==> src/rtl/pwm_fade_scheduler.sv <==
// Per-channel duty fade scheduler: on each PWM period tick it walks every channel
// and issues one handshaked duty write per channel whose current duty is off-target.
//
// state | meaning
// ------+---------------------------------------------------------------
// IDLE  | waiting for a period tick
// SCAN  | comparing cur/tgt of channel idx, skip or launch a write
// WRITE | duty write for channel idx held until duty_ack_i
module pwm_fade_scheduler #(
  parameter int NUM_CH = 32,
  parameter int CH_W   = 5,
  parameter int DUTY_W = 8
) (
  input  logic              CLK_IP_i,
  input  logic              RST_IP_i,
  input  logic              cfg_we_i,
  input  logic [CH_W-1:0]   cfg_ch_i,
  input  logic [DUTY_W-1:0] cfg_target_i,
  input  logic [DUTY_W-1:0] cfg_step_i,
  input  logic              tick_i,
  input  logic              ovr_clr_i,
  output logic              duty_wr_o,
  output logic [CH_W-1:0]   duty_ch_o,
  output logic [DUTY_W-1:0] duty_val_o,
  input  logic              duty_ack_i,
  output logic              busy_o,
  output logic              scan_done_o,
  output logic              overrun_o,
  output logic [NUM_CH-1:0] done_mask_o
);

  typedef enum logic [1:0] {ST_IDLE, ST_SCAN, ST_WRITE} state_t;

  localparam logic [CH_W-1:0] LAST_IDX = CH_W'(NUM_CH - 1);

  state_t            state_q, state_d;
  logic [CH_W-1:0]   idx_q, idx_d;
  logic [DUTY_W-1:0] cur_q [NUM_CH];
  logic [DUTY_W-1:0] cur_d [NUM_CH];
  logic [DUTY_W-1:0] tgt_q [NUM_CH];
  logic [DUTY_W-1:0] tgt_d [NUM_CH];
  logic [DUTY_W-1:0] step_q [NUM_CH];
  logic [DUTY_W-1:0] step_d [NUM_CH];
  logic              duty_wr_q, duty_wr_d;
  logic [CH_W-1:0]   duty_ch_q, duty_ch_d;
  logic [DUTY_W-1:0] duty_val_q, duty_val_d;
  logic              scan_done_q, scan_done_d;
  logic              overrun_q, overrun_d;

  logic [DUTY_W:0]   cur_x, tgt_x, step_x, diff_x, nxt_x;
  logic [DUTY_W-1:0] nxt;

  // Widened arithmetic so cur +/- step never wraps; result is clamped to tgt.
  always_comb begin
    cur_x  = {1'b0, cur_q[idx_q]};
    tgt_x  = {1'b0, tgt_q[idx_q]};
    step_x = {1'b0, step_q[idx_q]};
    diff_x = '0;
    nxt_x  = tgt_x;
    if (step_x != '0) begin
      if (tgt_x > cur_x) begin
        diff_x = tgt_x - cur_x;
        nxt_x  = (diff_x <= step_x) ? tgt_x : cur_x + step_x;
      end else if (tgt_x < cur_x) begin
        diff_x = cur_x - tgt_x;
        nxt_x  = (diff_x <= step_x) ? tgt_x : cur_x - step_x;
      end
    end
    nxt = nxt_x[DUTY_W-1:0];
  end

  always_comb begin
    state_d     = state_q;
    idx_d       = idx_q;
    cur_d       = cur_q;
    tgt_d       = tgt_q;
    step_d      = step_q;
    duty_wr_d   = duty_wr_q;
    duty_ch_d   = duty_ch_q;
    duty_val_d  = duty_val_q;
    scan_done_d = 1'b0;
    overrun_d   = overrun_q;

    if (cfg_we_i && (int'(cfg_ch_i) < NUM_CH)) begin
      tgt_d[cfg_ch_i]  = cfg_target_i;
      step_d[cfg_ch_i] = cfg_step_i;
    end

    // The scan_done cycle still belongs to the finishing scan, so a tick there is an overrun.
    if (ovr_clr_i) overrun_d = 1'b0;
    if (tick_i && ((state_q != ST_IDLE) || scan_done_q)) overrun_d = 1'b1;

    case (state_q)
      ST_IDLE: begin
        if (tick_i && !scan_done_q) begin
          state_d = ST_SCAN;
          idx_d   = '0;
        end
      end
      ST_SCAN: begin
        if (cur_q[idx_q] == tgt_q[idx_q]) begin
          if (idx_q == LAST_IDX) begin
            state_d     = ST_IDLE;
            scan_done_d = 1'b1;
          end else begin
            idx_d = idx_q + CH_W'(1);
          end
        end else begin
          duty_wr_d  = 1'b1;
          duty_ch_d  = idx_q;
          duty_val_d = nxt;
          state_d    = ST_WRITE;
        end
      end
      ST_WRITE: begin
        if (duty_ack_i) begin
          cur_d[idx_q] = duty_val_q;
          duty_wr_d    = 1'b0;
          if (idx_q == LAST_IDX) begin
            state_d     = ST_IDLE;
            scan_done_d = 1'b1;
          end else begin
            idx_d   = idx_q + CH_W'(1);
            state_d = ST_SCAN;
          end
        end
      end
      default: state_d = ST_IDLE;
    endcase
  end

  always_ff @(posedge CLK_IP_i) begin
    if (RST_IP_i) begin
      state_q     <= ST_IDLE;
      idx_q       <= '0;
      for (int i = 0; i < NUM_CH; i++) begin
        cur_q[i]  <= '0;
        tgt_q[i]  <= '0;
        step_q[i] <= '0;
      end
      duty_wr_q   <= 1'b0;
      duty_ch_q   <= '0;
      duty_val_q  <= '0;
      scan_done_q <= 1'b0;
      overrun_q   <= 1'b0;
    end else begin
      state_q     <= state_d;
      idx_q       <= idx_d;
      cur_q       <= cur_d;
      tgt_q       <= tgt_d;
      step_q      <= step_d;
      duty_wr_q   <= duty_wr_d;
      duty_ch_q   <= duty_ch_d;
      duty_val_q  <= duty_val_d;
      scan_done_q <= scan_done_d;
      overrun_q   <= overrun_d;
    end
  end

  always_comb begin
    done_mask_o = '0;
    for (int i = 0; i < NUM_CH; i++) begin
      done_mask_o[i] = (cur_q[i] == tgt_q[i]);
    end
  end

  assign duty_wr_o   = duty_wr_q;
  assign duty_ch_o   = duty_ch_q;
  assign duty_val_o  = duty_val_q;
  assign busy_o      = (state_q != ST_IDLE);
  assign scan_done_o = scan_done_q;
  assign overrun_o   = overrun_q;

endmodule

==> config.mk <==
export PLATFORM = sky130hd
export DESIGN_NAME = pwm_fade_scheduler
export DESIGN_NICKNAME = d
export VERILOG_FILES = /design/src/rtl/pwm_fade_scheduler.sv
export SDC_FILE = /design/constraint.sdc
export NUM_CORES = 2
export LEC_CHECK = 0
export BUFFER_PORTS_ARGS = -buffer_cell sky130_fd_sc_hd__buf_2
export CORE_MARGIN = 5
export CORE_UTILIZATION = 55
export CTS_CLUSTER_SIZE = 16
export DETAILED_ROUTE_END_ITERATION = 10
export GPL_TIMING_DRIVEN = 0
export HOLD_SLACK_MARGIN = 0.03
export MAX_ROUTING_LAYER = met4
export PLACE_DENSITY_LB_ADDON = 0.12
export SLEW_MARGIN = 20
export SYNTH_ARGS = -nofsm -noshare
export SYNTH_HDL_FRONTEND = slang
export SYNTH_SLANG_ARGS = --single-unit
export TNS_END_PERCENT = 10
==> constraint.sdc <==
create_clock -name CLK_IP_i -period 12.75 [get_ports CLK_IP_i]
set_clock_uncertainty 0.2 [all_clocks]
set_input_delay 1.275 -clock CLK_IP_i [delete_from_list [all_inputs] [get_ports CLK_IP_i]]
set_output_delay 1.275 -clock CLK_IP_i [all_outputs]
set_load 0.02 [all_outputs]
==> metrics.md <==
| Metric | Value |
|---|---|
| Die X | between 200 and 300 µm |
| Fillers | 6456 |
| Vias in the first global route | 34320 |
| First-pass GRT wire length | about 240 mm |
| CP required | 13.12 ns |
| H-tree depth | 3 |
| RSZ-0062 raised after global routing | no |
| Post-CTS setup buffers | 0 |
| Final hold vios | 0 |
| Fmax | just over 100 MHz |
| Drt wl/cell | about 29 µm |
| DRT Wirelength | around 170 mm |
| Num rows | 97 |
| Routed vias/inst | around 6.5 |
| Share of cells above drive strength 1 | 8.806% |
| TritonCTS clock tree | built |
| Fin nets | ~5000 |
| Power Total | roughly 5500 µW |
| Number of synthesized flops with an enable pin | 0 |
| Initial antenna violation count | 14 |
| Synth top area cells | dfxtp_1 (41%), nand2_1 (13%), a21oi_1 (10%), mux4_2 (7.0%), xnor2_1 (6.0%) |
| Pin count of the biggest net entering global routing | 15 |
| Multi-input gate area | 0.02114 mm² |
| Synth area leader | dfxtp_1 |
| Detailed-route via count | between 30000 and 40000 |
| Clk slew on worst S/H paths | approximately 0.060 ns |
| Die Area | 0.07576 mm² |
| Slew margin rel. | between 10% and 20% |
| Yosys reg bits | 791 |
| Critical Path End Type | register |
| Synth Cell Area | approximately 0.039 mm² |
| Setup CP Type | register to register |
| Comb pwr share | 6.5% |
| Fin crit period | ~9.7 ns |
| Placeable Area | 0.06991 mm² |
| Drt first pass iters | 9 |
| DR iter-0 viols | between 6000 and 7000 |
| R2r worst-path depth | 24 |
| Yosys top cell area share | about two fifths |
| Clock Latency Late Sink | 0.67 ns |
| Starting Density | approximately 55% |
| Synth-to-Final Area Change | 11.80% |
| I/O Buffers | 74 |
| Status | complete, no violations |
| Io pins | 76 |
| Post-synth top flop | dfxtp_1 |
| CTS Buf Count | 87 |
| Number of synthesis warnings | 0 |
| Period utilisation layout | 76.18% |
| Grt ovf | 0 |
| Hold Path Cell Cnt | 2 |
| Reg power frac | 45.3% |
| Die Y | about 280 µm |
| Clk network pwr share | between 40% and 50% |
| Root buffer cell | clkbuf_16 |
| Antenna-violating nets left | 0 |
| Storage element area | approximately 0.016 mm² |
| Detailed Place HPWL | 128.7 mm |
| Worst VDD drop | between 0.1 and 0.15 mV |
| CTS max path bufs | 3 |
| Max_cap viols | 0 |
| Syn Nets | ~4800 |
| Post-synthesis sequential area ratio | between 40 and 50% |
| Worst Max-Slew Pin Slew | around 1.3 ns |
| Finished Cell Area | 0.04326 mm² |
| Pins Over Slew Limit | 0 |
| Post-cts resize count | 0 |
| Detailed-route DRC error count | 0 |
| Setup TNS Final | 0 ns |
| Gpl congestion | about 1.1 |
| Hold_buf cts | 0 |
| Post-Syn Instances | roughly 4700 |
| Worst hold-check path type | register to register |
| DP Area | 0.04026 mm² |
| Ys async rst share | 0% |
| Arrival @ worst endpoint | about 10 ns |
| Synth unique cells | 70 |
| Pleak | roughly 0.013 µW |
| Crit path max fanout | 10 |
| PD cells | around 130 mW/mm² |
| Setup violators final | 0 |
| Sink Count | approximately 790 |
| Crit start category | register |
| Cell-internal power | a little over 4000 µW |
| Net Sw Power | 1403 µW |
| Net Sw Frac | about a quarter |
| Mean Syn Cell Area | just over 8 µm² |
| Global Route Usage Sum | roughly 44% |
cell type report:
class / count / share of cell area [%]
timing repair buffer: 74 / 0.8561
tap: 940 / 2.719
multi-input combinational: 3531 / 48.86
inverter: 44 / 0.3818
sequential: 791 / 36.60
buffer: 377 / 3.673
clock buffer: 124 / 5.892
antenna: 8 / 0.04628
clock inverter: 33 / 0.9718
metrics by stage:
stage | hold slack, ns | setup WS [ns] | util, % | instances
floorplan | 0.2357 | 6.322 | - | 4743
global placement | 0.2401 | 3.101 | 57.56 | 5757
detailed placement | 0.2436 | 3.560 | 57.60 | 5757
CTS | 0.2518 | 3.507 | 61.84 | 5914
global route | 0.2694 | 3.124 | 61.88 | 5922
finish | 0.2523 | 3.036 | 61.88 | 5922
state kept, by name, summed over array words and instances (netlist names):
name,cells
step_q,256
cur_q,256
duty_ch_o,5
idx_q,5
overrun_o,1
duty_wr_o,1
duty_val_o,8
scan_done_o,1
tgt_q,256
state_q,2
cell usage after synthesis (all sizes together) (9+ instances only):
library cell     n
xnor2          265
or2             10
dfxtp          791
nor2           156
buf             73
nand4           76
a21o             9
nand2         1382
ha              54
and2            11
a22o            28
mux4           120
o21ai          171
a22oi           32
clkbuf         304
o22ai           89
nor3            13
a21oi          775
nand3           19
mux2i          176
nor4            31
inv             44
per-layer routing:
| layer | up-vias | part of all wire, % | track usage, % |
|---|---|---|---|
| met1 | 18410 | 38 | 57.29 |
| li1 | 16570 | - | - |
| met4 | 0 | 7.0 | 22.51 |
| met5 | - | 0 | - |
| met2 | 2850 | 41 | 62.06 |
| met3 | 630 | 15 | 14.82 |
kinds of logic after synthesis:
logic type | share of synthesized area, %
simple gates | 18.78
fa+ha+maj | 1.953
flops | 40.92
buf+inv | 4.524
mux | 11.54
xor+xnor | 6.043
compound gates | 16.24
power by group through the flow:
stage | clock [µW] | combinational (µW) | sequential (µW)
2_1_floorplan | 0 | 200 | 2550
3_3_place_gp | 0 | 341 | 2550
3_5_place_dp | 0 | 341 | 2550
4_1_cts | 2630 | 343 | 2500
5_1_grt | 2750 | 368 | 2500
6_report | 2660 | 359 | 2500
worst paths after layout:
path / startpoint / end / slack (ns)
min reg2reg: step_q[100]$_SDFFE_PP0P_ / step_q[100]$_SDFFE_PP0P_ / 0.25
max reg2reg: idx_q[1]$_SDFFE_PP0P_ / duty_val_o[5]$_SDFFE_PP0P_ / 3.04
max: idx_q[1]$_SDFFE_PP0P_ / duty_val_o[5]$_SDFFE_PP0P_ / 3.04
min: step_q[100]$_SDFFE_PP0P_ / step_q[100]$_SDFFE_PP0P_ / 0.25
critical path, stage by stage (launching register included):
cell and delay [ns]:
dfxtp_1 0.53, buf_6 0.17, buf_2 0.50, buf_2 0.52, buf_1 1.02, clkbuf_1 0.89, mux4_2 0.55, a22o_1 0.25
nor4_1 0.98, inv_1 0.23, ha_1 0.35, clkbuf_1 0.31, nand4_1 0.34, nor2b_1 0.23, a211oi_1 0.08, xnor2_1 0.15
ha_1 0.33, a211oi_1 0.07, and3_1 0.18, o31ai_1 0.42, and2_1 0.19, clkbuf_1 0.34, a221oi_1 0.16, or3_1 0.41
a211oi_2 0.20
cell usage in the layout (no fill, tap or decap), types with 7 or more instances in the layout:
master,Yosys,layout
diode_2,0,8
clkbuf_1,304,319
a21o_1,9,9
clkbuf_16,0,89
nand4_1,76,76
mux4_2,120,120
ha_1,54,54
and2_1,11,11
bufinv_16,0,7
clkbuf_8,0,19
buf_2,37,113
mux2i_1,176,176
inv_1,44,44
dfxtp_1,791,791
nor3_1,12,12
clkinv_2,0,15
xnor2_1,265,265
or2_2,10,10
o22ai_1,89,89
nor2_1,152,152
o21ai_0,168,168
buf_1,14,12
nor4_1,29,27
buf_4,11,11
or3_1,8,8
a21oi_1,774,774
a22o_1,28,28
buf_6,11,11
nand2_1,1381,1381
nand3_1,19,19
a22oi_1,32,32
Power figures use the tool's default switching activity.
